## config.mk

```make
export PLATFORM = sky130hd
export DESIGN_NAME = alu_seq_mdu
export DESIGN_NICKNAME = d
export VERILOG_FILES = /design/src/rtl/alu_seq_mdu.sv
export SDC_FILE = /design/constraint.sdc
export NUM_CORES = 1
export LEC_CHECK = 0
export ABC_AREA = 0
export BUFFER_PORTS_ARGS = -buffer_cell sky130_fd_sc_hd__buf_4
export CELL_PAD_IN_SITES_DETAIL_PLACEMENT = 0
export CELL_PAD_IN_SITES_GLOBAL_PLACEMENT = 2
export CORE_UTILIZATION = 38
export CTS_CLUSTER_DIAMETER = 120
export DETAILED_ROUTE_END_ITERATION = 6
export HOLD_SLACK_MARGIN = 0.1
export PLACE_DENSITY = 0.95
export REMOVE_ABC_BUFFERS = 1
export SLEW_MARGIN = 25
export SYNTH_ARGS = -nofsm -noshare
export SYNTH_HDL_FRONTEND = slang
export SYNTH_SLANG_ARGS = --single-unit
```

## constraint.sdc

```tcl
create_clock -name clk -period 6.4 [get_ports clk]
set_input_delay 0.32 -clock clk [delete_from_list [all_inputs] [get_ports clk]]
set_output_delay 0.32 -clock clk [all_outputs]
set_load 0.02 [all_outputs]
```

## src/rtl/alu_seq_mdu.sv

```systemverilog
// Sequential ALU with start/done handshake: single-cycle logic/arith ops plus
// iterative unsigned shift-add multiply and restoring divide.
module alu_seq_mdu #(
  parameter int WIDTH = 16,
  parameter int CNT_W = 5
) (
  input  logic             clk,
  input  logic             rst,
  input  logic             start,
  input  logic [2:0]       sig_op,
  input  logic [WIDTH-1:0] A,
  input  logic [WIDTH-1:0] B,
  output logic             busy,
  output logic             done,
  output logic [WIDTH-1:0] out,
  output logic [WIDTH-1:0] out_hi,
  output logic             zero,
  output logic             ovf
);

  localparam logic [2:0] OP_PASSB = 3'd0;
  localparam logic [2:0] OP_ADD   = 3'd1;
  localparam logic [2:0] OP_SUB   = 3'd2;
  localparam logic [2:0] OP_AND   = 3'd3;
  localparam logic [2:0] OP_OR    = 3'd4;
  localparam logic [2:0] OP_NOTB  = 3'd5;
  localparam logic [2:0] OP_MUL   = 3'd6;
  localparam logic [2:0] OP_DIVU  = 3'd7;

  localparam logic [CNT_W-1:0] CNT_LAST = CNT_W'(WIDTH - 1);

  typedef enum logic {ST_IDLE, ST_RUN} state_t;

  state_t           state_q, state_d;
  logic [CNT_W-1:0] cnt_q, cnt_d;
  logic             is_div_q, is_div_d;
  logic [WIDTH-1:0] opnd_q, opnd_d;
  logic [WIDTH-1:0] acc_hi_q, acc_hi_d;
  logic [WIDTH-1:0] acc_lo_q, acc_lo_d;
  logic [WIDTH-1:0] out_q, out_d;
  logic [WIDTH-1:0] out_hi_q, out_hi_d;
  logic             zero_q, zero_d;
  logic             ovf_q, ovf_d;
  logic             done_q, done_d;

  // Single-cycle ALU path, evaluated on the live operands at the accepting edge.
  logic [WIDTH-1:0] add_res, sub_res, alu_res;
  logic             alu_ovf;

  assign add_res = A + B;
  assign sub_res = A - B;

  always_comb begin
    alu_res = B;
    alu_ovf = 1'b0;
    case (sig_op)
      OP_PASSB: alu_res = B;
      OP_ADD: begin
        alu_res = add_res;
        alu_ovf = (A[WIDTH-1] == B[WIDTH-1]) && (add_res[WIDTH-1] != A[WIDTH-1]);
      end
      OP_SUB: begin
        alu_res = sub_res;
        alu_ovf = (A[WIDTH-1] != B[WIDTH-1]) && (sub_res[WIDTH-1] != A[WIDTH-1]);
      end
      OP_AND:  alu_res = A & B;
      OP_OR:   alu_res = A | B;
      OP_NOTB: alu_res = ~B;
      default: alu_res = B;
    endcase
  end

  // Multiply: acc_hi holds the partial product, acc_lo the multiplier being
  // shifted out; the sum carry re-enters at the top on each right shift.
  logic [WIDTH:0]   mul_sum;
  logic [WIDTH-1:0] mul_hi_nx, mul_lo_nx;

  assign mul_sum   = {1'b0, acc_hi_q} + (acc_lo_q[0] ? {1'b0, opnd_q} : {(WIDTH+1){1'b0}});
  assign mul_hi_nx = mul_sum[WIDTH:1];
  assign mul_lo_nx = {mul_sum[0], acc_lo_q[WIDTH-1:1]};

  // Divide: acc_hi is the remainder, acc_lo the dividend turning into quotient.
  // The shifted remainder is below 2*divisor, so a no-borrow trial fits WIDTH bits.
  logic [WIDTH:0]   div_shift, div_trial;
  logic             div_ge;
  logic [WIDTH-1:0] div_rem_nx, div_quo_nx;

  assign div_shift  = {acc_hi_q, acc_lo_q[WIDTH-1]};
  assign div_trial  = div_shift - {1'b0, opnd_q};
  assign div_ge     = ~div_trial[WIDTH];
  assign div_rem_nx = div_ge ? div_trial[WIDTH-1:0] : div_shift[WIDTH-1:0];
  assign div_quo_nx = {acc_lo_q[WIDTH-2:0], div_ge};

  logic [WIDTH-1:0] iter_hi, iter_lo;

  assign iter_hi = is_div_q ? div_rem_nx : mul_hi_nx;
  assign iter_lo = is_div_q ? div_quo_nx : mul_lo_nx;

  always_comb begin
    state_d  = state_q;
    cnt_d    = cnt_q;
    is_div_d = is_div_q;
    opnd_d   = opnd_q;
    acc_hi_d = acc_hi_q;
    acc_lo_d = acc_lo_q;
    out_d    = out_q;
    out_hi_d = out_hi_q;
    zero_d   = zero_q;
    ovf_d    = ovf_q;
    done_d   = 1'b0;

    case (state_q)
      ST_IDLE: begin
        if (start) begin
          if (sig_op == OP_MUL) begin
            state_d  = ST_RUN;
            cnt_d    = '0;
            is_div_d = 1'b0;
            opnd_d   = A;
            acc_hi_d = '0;
            acc_lo_d = B;
          end else if (sig_op == OP_DIVU && B != '0) begin
            state_d  = ST_RUN;
            cnt_d    = '0;
            is_div_d = 1'b1;
            opnd_d   = B;
            acc_hi_d = '0;
            acc_lo_d = A;
          end else if (sig_op == OP_DIVU) begin
            out_d    = '1;
            out_hi_d = A;
            zero_d   = 1'b0;
            ovf_d    = 1'b0;
            done_d   = 1'b1;
          end else begin
            out_d    = alu_res;
            out_hi_d = '0;
            zero_d   = (alu_res == '0);
            ovf_d    = alu_ovf;
            done_d   = 1'b1;
          end
        end
      end
      ST_RUN: begin
        acc_hi_d = iter_hi;
        acc_lo_d = iter_lo;
        cnt_d    = cnt_q + CNT_W'(1);
        if (cnt_q == CNT_LAST) begin
          state_d  = ST_IDLE;
          cnt_d    = '0;
          out_d    = iter_lo;
          out_hi_d = iter_hi;
          zero_d   = (iter_lo == '0);
          ovf_d    = 1'b0;
          done_d   = 1'b1;
        end
      end
      default: state_d = ST_IDLE;
    endcase
  end

  always_ff @(posedge clk) begin
    if (rst) begin
      state_q  <= ST_IDLE;
      cnt_q    <= '0;
      is_div_q <= 1'b0;
      opnd_q   <= '0;
      acc_hi_q <= '0;
      acc_lo_q <= '0;
      out_q    <= '0;
      out_hi_q <= '0;
      zero_q   <= 1'b0;
      ovf_q    <= 1'b0;
      done_q   <= 1'b0;
    end else begin
      state_q  <= state_d;
      cnt_q    <= cnt_d;
      is_div_q <= is_div_d;
      opnd_q   <= opnd_d;
      acc_hi_q <= acc_hi_d;
      acc_lo_q <= acc_lo_d;
      out_q    <= out_d;
      out_hi_q <= out_hi_d;
      zero_q   <= zero_d;
      ovf_q    <= ovf_d;
      done_q   <= done_d;
    end
  end

  assign busy   = (state_q == ST_RUN);
  assign done   = done_q;
  assign out    = out_q;
  assign out_hi = out_hi_q;
  assign zero   = zero_q;
  assign ovf    = ovf_q;

endmodule

```

==> results of run 1 <==
## routing by layer
| layer | vias up | global-route usage | part of all wire |
|---|---|---|---|
| li1 | 4461 | - | - |
| met4 | 0 | 0.0624 | 0.015 |
| met2 | 257 | 0.412 | 0.47 |
| met1 | 4214 | 0.338 | 0.47 |
| met3 | 25 | 0.0141 | 0.047 |
| met5 | - | 0 | 0 |
## worst min-delay path: stages
cell      delay (ns)
buf_4           0.14
a21oi_1         0.12
a211oi_1        0.07
## flip-flops by register name, indices dropped and copies added (netlist names)
name and count:
busy 1, out 16, opnd_q 16, acc_lo_q 16, ovf 1, cnt_q 5, is_div_q 1, zero 1
done 1, acc_hi_q 16, out_hi 16
## kinds of logic (layout without fill, tap and decap cells)
group / Yosys count / after routing
AO/OA/AOI/OAI: 415 / 415
AND/OR/NAND/NOR: 408 / 408
buffers and inverters: 160 / 182
flip-flops: 90 / 90
adder cells (fa/ha/maj): 87 / 87
multiplexers: 27 / 27
XOR/XNOR: 25 / 25
## cell usage in the layout (no fill, tap or decap), types with 12 or more instances in the layout
cell type,Yosys,layout
nor2_1,160,157
mux2i_1,25,25
a221oi_1,12,12
ha_1,83,83
and2_1,21,21
a21o_1,18,18
nor3_1,39,37
o211ai_1,33,33
a21oi_1,105,105
a31oi_1,14,14
inv_1,79,79
buf_4,2,86
xnor2_1,19,19
dfxtp_1,90,89
nand2_1,97,97
nor3b_1,13,13
nand3_1,12,12
a211oi_1,85,85
o21ai_0,55,55
## cell type report
class | count | share of cell area
inverters | 80 | 0.0308
well taps | 285 | 0.0366
flip-flops and latches | 90 | 0.185
repair buffers | 86 | 0.0662
multi-input cells | 962 | 0.651
clock buffers | 10 | 0.0245
clock inverters | 6 | 0.00577
## synthesized netlist by cell type, types with 4 or more instances
library cell and count:
a211oi_1 85, o21a_1 8, xnor2_1 19, mux2i_1 25, nand2b_1 8, fa_1 4
o21ai_0 55, ha_1 83, buf_1 8, nand3b_1 5, nor3_1 39, xor2_1 6
buf_2 12, nor2_1 160, o22ai_1 7, or2_2 5, nand3_1 12, or3_1 6
o31ai_1 5, nor4_1 9, a211o_1 6, a21o_1 18, a221oi_1 12, a22oi_1 9
o211ai_1 33, clkbuf_1 55, nor3b_1 13, nor2b_1 8, and3_1 5, o21bai_1 7
a31oi_1 14, nand2_1 97, a41oi_1 4, a2111oi_0 5, and2_1 21, inv_1 79
nand4_1 6, or4_1 5, dfxtp_1 90, a21oi_1 105
## worst paths after layout
path / from / endpoint / depth (start not counted)
setup / recovery: acc_lo_q[15]$_SDFFE_PP0P_ / out_hi[7]$_SDFFE_PP0P_ / 13
hold / removal: A[0] / out_hi[0]$_SDFFE_PP0P_ / 3
setup reg to reg: acc_lo_q[15]$_SDFFE_PP0P_ / out_hi[7]$_SDFFE_PP0P_ / 13
hold reg to reg: out[5]$_SDFFE_PP0P_ / out[5]$_SDFFE_PP0P_ / 2
## metrics by stage
stage / cells / setup slack, ns / util
3_3_place_gp: 1503 / 2.80 / 0.418
5_1_grt: 1519 / 2.58 / 0.431
2_1_floorplan: 1132 / 2.94 / -
4_1_cts: 1519 / 2.85 / 0.431
3_5_place_dp: 1503 / 2.79 / 0.418
6_report: 1519 / 2.85 / 0.431
## power by group
part / internal [mW] / switching [mW]
registers: 0.596 / 0.0299
logic: 0.242 / 0.398
clock network: 0.284 / 0.261
total: 1.12 / 0.688
==> results by group, run 1 <==
Worst setup path
  – Most frequent CP cell: inv_1
  – Critical Path Source Type: register
  – Kind of critical path: reg2reg
  – Maximum fanout along the worst path: 21
  – CP top delay family: compound AO/OA/AOI/OAI gates
  – Req. time, crit path: 6.63 ns
  – Worst reg-to-reg setup slack: 2.85 ns
  – CP Capture Type: register
  – Data arrival, critical path: 3.78 ns
  – CP max stage cell: or4_4
  – Crit path buffers/inverters: 2
  – Worst stage delay on the critical path: 0.56 ns
  – CP Cell Sequence: inv_1 -> ha_1 -> inv_1 -> fa_1 -> a211o_1 -> a21oi_1 -> o311a_1 -> or4_4 -> nand3_2 -> mux2i_1 -> o2bb2ai_1 -> a211oi_1 -> nor3_1

Synth
  – Yosys top cell area share: 0.205
  – Number of flops mapped to enable cells by yosys: 0
  – Multiplexer share of the synthesized area: 0.0311
  – Sequential area share after synthesis: 0.205
  – Cells after Synth: 1212
  – Distinct cell type count after synthesis: 75
  – Xor/xnor share of the synthesized area: 0.0249
  – Async SR Flop Fraction: 0
  – Cell taking the most area after synthesis: dfxtp_1
  – Flops & latches, synth: 90
  – Cell area after synthesis: 8780 um^2
  – Synthesized-area fraction occupied by and/or/nand/nor cells: 0.217
  – Largest family of logic cells by synthesized area: compound AO/OA/AOI/OAI gates
  – Synth warn: 0
  – Adder-Cell Fraction of Synth Area: 0.127
  – Mean post-synth cell area: 7.25 um^2
  – Synth area leaders: dfxtp_1 (21%), ha_1 (12%), a211oi_1 (7.3%)
  – Synth Area in Compound Gates: 0.321
  – Dominant synthesized flop cell: dfxtp_1

Run status
  – Status: finished, final reports clean

Floorplan
  – Die H: 154 um
  – Die Span X: 154 um
  – Initial core utilization: 0.388
  – Core Area: 22600 um^2
  – Die ar.: 23700 um^2
  – Rows: 55
  – I/O pin count: 74

Global route
  – Total GRT Usage: 0.244
  – GRT overflow: 0
  – Global-route wire length before repair: 46.3 mm
  – Largest net degree at the start of global routing: 66
  – Initial antenna violation count: 0
  – Vias in the first global route: 8470

Timing
  – Slew Limit Fails: 0
  – Worst-Margin Slew: 0.911 ns
  – Final min period: 3.55 ns
  – # setup viols final: 0
  – RSZ-0062 raised after global routing: no
  – Fin Hold WS: 0.345 ns
  – Final hold vios: 0
  – Post-Route Skew: 0.00929 ns
  – Final Cycle Share: 0.555
  – Setup TNS: 0 ns
  – FMAX: 282 MHz
  – Slew margin rel.: 0.390

Detailed routing
  – WL final: 29.0 mm
  – Antenna Nets Post-Route: 0
  – DR pass1 iterations: 5
  – Via/cell ratio: 5.90
  – Drc violations: 0
  – Detailed-route via count: 8957
  – Number of DRC markers in iteration 0: 809
  – Wirelength per Cell: 19.1 um

Cells and area
  – Layout area overhead: 11.1%
  – Layout cell share with drive strength beyond 1: 0.101
  – Post-layout nets: 1354
  – Design Area, Final: 9750 um^2
  – Fillcell total: 2344
  – Multi-input logic area: 6350 um^2
  – Ant diodes: 0
  – Sequential cell area: 1800 um^2

Placement
  – HPWL Detailed: 21.9 mm
  – GP Congestion: 0.888
  – # port buffers: 73
  – Post-DP Area: 9460 um^2

Clocking
  – Setup bufs post-CTS: 0
  – Clock Latency Late Sink: 0.35 ns
  – Reg clk slew, reported paths: 0.08 ns
  – Post_cts resized: 0
  – Htree depth: 3
  – Root Driver: clkbuf_16
  – Clock Tree Buf Depth: 2
  – CTS tree: yes
  – Post-cts hold buffer count: 0
  – Num CTS Buffers: 9
  – TritonCTS Sinks: 90

Power and ir drop
  – Peak supply drop: 0.129 mV
  – Pwr per Cell Area: 186 nW/um^2
  – Total power: 1.81 mW
  – P_leak: 3.97 nW

Flow run
  – Max Cap Viol: 0

Worst hold path
  – HP Class: in2reg
(Power assumes the default switching activity.)
==> inputs of run 2 (changes only) <==
--- a/config.mk
+++ b/config.mk
@@ -9,11 +9,11 @@
 export BUFFER_PORTS_ARGS = -buffer_cell sky130_fd_sc_hd__buf_4
 export CELL_PAD_IN_SITES_DETAIL_PLACEMENT = 0
 export CELL_PAD_IN_SITES_GLOBAL_PLACEMENT = 2
-export CORE_UTILIZATION = 38
+export CORE_UTILIZATION = 32
 export CTS_CLUSTER_DIAMETER = 120
 export DETAILED_ROUTE_END_ITERATION = 6
 export HOLD_SLACK_MARGIN = 0.1
-export PLACE_DENSITY = 0.95
+export PLACE_DENSITY = 0.89
 export REMOVE_ABC_BUFFERS = 1
 export SLEW_MARGIN = 25
 export SYNTH_ARGS = -nofsm -noshare
==> constraint.sdc (replaced) <==
create_clock -name clk -period 3 [get_ports clk]
set_input_delay 0.15 -clock clk [delete_from_list [all_inputs] [get_ports clk]]
set_output_delay 0.15 -clock clk [all_outputs]
set_load 0.02 [all_outputs]
==> run 2 against run 1 <==
  * The run now ends with negative setup slack left
  * Combinational power rose to 2.6 times the previous value
  * Power rose by 130%
  * Clock skew rose by 0.0032 ns
  * Flip-flop and latch count did not move
  * Clock-buffer cell count fell by 1
  * Worst hold slack got worse by 0.16 ns
  * Core utilization fell by 1.9 points
  * Design area rose by 14%
  * Critical endpoint is now out_hi[13]$_SDFFE_PP0P_
==> results by group, run 2 (same netlist as run 1, synthesis figures left out) <==
Run status
  – Status: complete, but fails checks (was finished, final reports clean)
  – Failing checks: negative setup slack

Detailed routing
  – DR pass1 iterations: 5 (unchanged)
  – Drc violations: 0 (unchanged)
  – Number of DRC markers in iteration 0: 582 (was 809)
  – Via/cell ratio: 5.56 (was 5.90)
  – Wirelength per Cell: 18.3 um (was 19.1 um)
  – WL final: 31.3 mm (was 29.0 mm)
  – Detailed-route via count: 9485 (was 8957)
  – Antenna Nets Post-Route: 0 (unchanged)

Cells and area
  – Multi-input logic area: 6570 um^2 (was 6350 um^2)
  – Fillcell total: 2715 (was 2344)
  – Finished Core Util: 0.412 (was 0.431)
  – Finished Layout Cells: 1707 (was 1519)
  – Post-layout nets: 1487 (was 1354)
  – Sequential cell area: 1810 um^2 (was 1800 um^2)
  – Design Area, Final: 11100 um^2 (was 9750 um^2)
  – Layout cell share with drive strength beyond 1: 0.217 (was 0.101)
  – Most common cell after layout, fill and taps aside: buf_4 (was nor2_1)
  – Layout area overhead: 26.5% (was 11.1%)
  – Commonest cells after routing, fill and taps aside: buf_4 (213), nor2_1 (157), a21oi_1 (99), nand2_1 (96), dfxtp_1 (85) (was nor2_1 (157), a21oi_1 (105), nand2_1 (97), dfxtp_1 (89), buf_4 (86))
  – Ant diodes: 0 (unchanged)

Clocking
  – TritonCTS Sinks: 90 (unchanged)
  – Clock Latency Late Sink: 0.35 ns (about the same)
  – Num CTS Buffers: 9 (unchanged)
  – Reg clk slew, reported paths: 0.07 ns (was 0.08 ns)
  – Htree depth: 3 (unchanged)
  – CTS tree: yes (unchanged)
  – Clock Tree Buf Depth: 2 (unchanged)
  – Root Driver: clkbuf_16 (unchanged)

Timing
  – Slew Limit Fails: 0 (unchanged)
  – Final min period: 3.04 ns (was 3.55 ns)
  – Setup TNS: -0.155 ns (was 0 ns)
  – Slew margin rel.: 0.598 (was 0.390)
  – Fin Hold WS: 0.187 ns (was 0.345 ns)
  – Post-Route Skew: 0.0125 ns (was 0.00929 ns)
  – RSZ-0062 raised after global routing: yes (was no)
  – Final Cycle Share: 1.01 (was 0.555)
  – Worst-Margin Slew: 0.604 ns (was 0.911 ns)
  – Final hold vios: 0 (unchanged)
  – FMAX: 329 MHz (was 282 MHz)
  – # setup viols final: 7 (was 0)
  – Fin worst setup slack: -0.0424 ns (was 2.85 ns)

Power and ir drop
  – Peak supply drop: 0.228 mV (was 0.129 mV)
  – Total power: 4.23 mW (was 1.81 mW)
  – Pwr per Cell Area: 381 nW/um^2 (was 186 nW/um^2)
  – P_leak: 4.67 nW (was 3.97 nW)

Worst setup path
  – Critical Path Source Type: register (unchanged)
  – Req. time, crit path: 3.27 ns (was 6.63 ns)
  – Data arrival, critical path: 3.31 ns (was 3.78 ns)
  – Kind of critical path: reg2reg (unchanged)
  – Maximum fanout along the worst path: 4 (was 21)
  – CP Capture Type: register (unchanged)

Global route
  – GRT overflow: 0 (unchanged)
  – Vias in the first global route: 8926 (was 8470)
  – Initial antenna violation count: 0 (unchanged)
  – Largest net degree at the start of global routing: 53 (was 66)
  – Total GRT Usage: 0.219 (was 0.244)
  – Global-route wire length before repair: 48.9 mm (was 46.3 mm)

Placement
  – Post-DP Area: 10400 um^2 (was 9460 um^2)
  – # port buffers: 73 (unchanged)
  – Worst slack, placed: -0.194 ns (was 2.79 ns)
  – HPWL Detailed: 24.3 mm (was 21.9 mm)
  – GP Congestion: 0.897 (was 0.888)
  – Cells after DPL: 1680 (was 1503)

Worst hold path
  – HP Class: in2reg (unchanged)

Floorplan
  – Die H: 168 um (was 154 um)
  – Initial core utilization: 0.326 (was 0.388)
  – Core Area: 27000 um^2 (was 22600 um^2)
  – Die ar.: 28100 um^2 (was 23700 um^2)
  – Die Span X: 168 um (was 154 um)
  – I/O pin count: 74 (unchanged)
  – Rows: 60 (was 55)

Flow run
  – Max Cap Viol: 0 (unchanged)
[run 2: routing by layer]
metal	part of all wire	vias to the layer above	wire length, um	track usage
met5	0	-	0	0
met1	0.45	4440	14100	0.293
met2	0.48	296	15200	0.380
li1	-	4719	-	-
met4	0.016	0	501	0.0503
met3	0.048	30	1500	0.0163
[run 2: timing repair]
action,CTS,global route
hold buffers,0,0
pin swaps,16,35
buffers inserted,6,6
endpoints found under the hold margin,0,0
resized for setup,22,45
endpoints found under the setup margin,28,33
[run 2: where the power goes]
part,leakage [nW],internal [mW],switching (mW)
Sequential,0.738,1.27,0.0627
Combinational,3.77,0.708,0.930
Clock,0.158,0.739,0.518
[run 2: final cells by class]
type / instances / area share
Clock inverter: 6 / 0.00878
Timing Repair Buffer: 219 / 0.151
Sequential cell: 90 / 0.163
Multi-Input combinational cell: 962 / 0.592
Clock buffer: 9 / 0.0203
Inverter: 80 / 0.0270
Tap cell: 341 / 0.0384
[run 2: final timing paths]
kind | from | end | slack [ns] | cells after the start
max | acc_lo_q[0]$_SDFFE_PP0P_ | out_hi[13]$_SDFFE_PP0P_ | -0.04 | 12
min | A[13] | opnd_q[13]$_SDFFE_PP0P_ | 0.19 | 3
max reg2reg | acc_lo_q[0]$_SDFFE_PP0P_ | out_hi[13]$_SDFFE_PP0P_ | -0.04 | 12
min reg2reg | out[1]$_SDFFE_PP0P_ | out[1]$_SDFFE_PP0P_ | 0.46 | 2
[run 2: critical path, cell delays in order, from the launching register on]
cell,delay [ns]
dfxtp_2,0.34
and2_4,0.16
ha_4,0.16
fa_2,0.42
a211oi_4,0.29
o21a_1,0.22
o31ai_4,0.08
o41a_1,0.41
a21o_1,0.18
a21oi_2,0.18
or3b_4,0.17
o2111ai_4,0.13
a211oi_2,0.23
==> inputs of run 3 (changes only) <==
--- a/config.mk
+++ b/config.mk
@@ -9,11 +9,11 @@
 export BUFFER_PORTS_ARGS = -buffer_cell sky130_fd_sc_hd__buf_4
 export CELL_PAD_IN_SITES_DETAIL_PLACEMENT = 0
 export CELL_PAD_IN_SITES_GLOBAL_PLACEMENT = 2
-export CORE_UTILIZATION = 32
+export CORE_UTILIZATION = 38
 export CTS_CLUSTER_DIAMETER = 120
 export DETAILED_ROUTE_END_ITERATION = 6
 export HOLD_SLACK_MARGIN = 0.1
-export PLACE_DENSITY = 0.89
+export PLACE_DENSITY = 0.95
 export REMOVE_ABC_BUFFERS = 1
 export SLEW_MARGIN = 25
 export SYNTH_ARGS = -nofsm -noshare
==> constraint.sdc (replaced) <==
create_clock -name clk -period 3.8 [get_ports clk]
set_input_delay 0.19 -clock clk [delete_from_list [all_inputs] [get_ports clk]]
set_output_delay 0.19 -clock clk [all_outputs]
set_load 0.02 [all_outputs]
==> run 3 against run 2 <==
  * The flow now finishes without violations
  * Core utilization grew 2.6 points
  * Design area fell by 11%
  * Clock-buffer cell count unchanged
  * First-iteration DRC count increased by 26%
  * Cell count shrank 9.8%
  * Largest power group unchanged
==> results by group, run 3 (same netlist as run 1, synthesis figures left out) <==
Power and ir drop
  – Peak supply drop: 0.219 mV (was 0.228 mV)
  – Pwr per Cell Area: 313 nW/um^2 (was 381 nW/um^2)
  – P_leak: 4.08 nW (was 4.67 nW)

Global route
  – Vias in the first global route: 8429 (was 8926)
  – GRT overflow: 0 (unchanged)
  – Global-route wire length before repair: 47.6 mm (was 48.9 mm)
  – Total GRT Usage: 0.254 (was 0.219)
  – Initial antenna violation count: 0 (unchanged)
  – Largest net degree at the start of global routing: 54 (was 53)

Placement
  – Cells after DPL: 1525 (was 1680)
  – GP Congestion: 0.916 (was 0.897)
  – HPWL Detailed: 23.0 mm (was 24.3 mm)
  – # port buffers: 73 (unchanged)

Worst setup path
  – Maximum fanout along the worst path: 10 (was 4)
  – Data arrival, critical path: 3.75 ns (was 3.31 ns)
  – CP Capture Type: register (unchanged)
  – Critical Path Source Type: register (unchanged)
  – Kind of critical path: reg2reg (unchanged)
  – Req. time, crit path: 4.02 ns (was 3.27 ns)

Timing
  – Worst-Margin Slew: 0.672 ns (was 0.604 ns)
  – Setup TNS: 0 ns (was -0.155 ns)
  – Final hold vios: 0 (unchanged)
  – Post-Route Skew: 0.00607 ns (was 0.0125 ns)
  – RSZ-0062 raised after global routing: no (was yes)
  – Slew Limit Fails: 0 (unchanged)
  – Final min period: 3.53 ns (was 3.04 ns)
  – # setup viols final: 0 (was 7)
  – Final Cycle Share: 0.929 (was 1.01)
  – Fin Hold WS: 0.226 ns (was 0.187 ns)
  – Slew margin rel.: 0.552 (was 0.598)
  – FMAX: 283 MHz (was 329 MHz)

Clocking
  – Post_cts resized: 0 (was 22)
  – TritonCTS Sinks: 90 (unchanged)
  – Reg clk slew, reported paths: 0.07 ns (about the same)
  – Root Driver: clkbuf_16 (unchanged)
  – CTS tree: yes (unchanged)
  – Post-cts hold buffer count: 0 (unchanged)
  – Setup bufs post-CTS: 0 (was 6)
  – Htree depth: 3 (unchanged)
  – Clock Tree Buf Depth: 2 (unchanged)
  – Num CTS Buffers: 9 (unchanged)
  – Clock Latency Late Sink: 0.35 ns (about the same)

Detailed routing
  – Detailed-route via count: 9113 (was 9485)
  – DR pass1 iterations: 5 (unchanged)
  – Wirelength per Cell: 19.6 um (was 18.3 um)
  – Antenna Nets Post-Route: 0 (unchanged)
  – Drc violations: 0 (unchanged)
  – WL final: 30.2 mm (was 31.3 mm)
  – Number of DRC markers in iteration 0: 732 (was 582)
  – Via/cell ratio: 5.92 (was 5.56)

Cells and area
  – Ant diodes: 0 (unchanged)
  – Post-layout nets: 1376 (was 1487)
  – Commonest cells after routing, fill and taps aside: nor2_1 (157), buf_4 (108), a21oi_1 (105), nand2_1 (97), dfxtp_1 (89) (was buf_4 (213), nor2_1 (157), a21oi_1 (99), nand2_1 (96), dfxtp_1 (85))
  – Finished Core Util: 0.438 (was 0.412)
  – Most common cell after layout, fill and taps aside: nor2_1 (was buf_4)
  – Layout area overhead: 12.9% (was 26.5%)
  – Layout cell share with drive strength beyond 1: 0.116 (was 0.217)
  – Fillcell total: 2301 (was 2715)
  – Finished Layout Cells: 1540 (was 1707)

Flow run
  – Max Cap Viol: 0 (unchanged)

Floorplan
  – Rows: 55 (was 60)
  – I/O pin count: 74 (unchanged)
  – Die ar.: 23700 um^2 (was 28100 um^2)
  – Initial core utilization: 0.388 (was 0.326)
  – Die Span X: 154 um (was 168 um)
  – Die H: 154 um (was 168 um)
  – Core Area: 22600 um^2 (was 27000 um^2)

Run status
  – Status: finished, final reports clean (was complete, but fails checks)

Worst hold path
  – HP Class: in2reg (unchanged)
run 3: area by class of cell:
| class | instances | area (um^2) | share of cell area |
|---|---|---|---|
| multi-input combinational | 962 | 6350 | 0.640 |
| sequential | 90 | 1800 | 0.182 |
| timing repair buffer | 108 | 811 | 0.0817 |
| tap | 285 | 357 | 0.0360 |
| inverter | 80 | 300 | 0.0303 |
| clock buffer | 9 | 225 | 0.0227 |
| clock inverter | 6 | 73.8 | 0.00744 |
run 3: worst max-delay path, cell delays in order, from the launching register on:
cell and delay (ns):
dfxtp_1 0.33, inv_1 0.09, ha_1 0.17, inv_1 0.06
fa_1 0.41, a211o_1 0.30, a21oi_1 0.30, o311a_1 0.30
or4_4 0.16, nand3_2 0.29, buf_4 0.30, buf_4 0.15
a311o_1 0.30, o211ai_1 0.12, a211oi_1 0.10
run 3: stage by stage:
step	total power [mW]	setup WS, ns	cell area, um^2
finish	3.11	0.270	9920
global route	3.28	0.0552	9920
CTS	3.11	0.294	9920
detailed placement	2.18	0.303	9620
global placement	2.18	0.337	9620
floorplan	1.76	0.336	8430
run 3: routing by layer:
metal | vias to the layer above | track usage | share of wire
li1 | 4506 | - | -
met1 | 4280 | 0.348 | 0.46
met2 | 298 | 0.422 | 0.46
met3 | 29 | 0.0290 | 0.060
met4 | 0 | 0.0605 | 0.018
met5 | - | 0 | 0
run 3: worst paths after layout:
check | from | endpoint | slack, ns | cells past startpoint
worst max-delay path | acc_lo_q[15]$_SDFFE_PP0P_ | out_hi[4]$_SDFFE_PP0P_ | 0.27 | 14
worst min-delay path | A[13] | out_hi[13]$_SDFFE_PP0P_ | 0.23 | 3
worst max register to register | acc_lo_q[15]$_SDFFE_PP0P_ | out_hi[4]$_SDFFE_PP0P_ | 0.27 | 14
worst min register to register | out[7]$_SDFFE_PP0P_ | out[7]$_SDFFE_PP0P_ | 0.45 | 2
run 3: power by group:
| part | internal, mW | leakage, nW | switching, mW |
|---|---|---|---|
| logic | 0.432 | 3.20 | 0.685 |
| clock network | 0.516 | 0.147 | 0.420 |
| registers | 1.00 | 0.736 | 0.0509 |
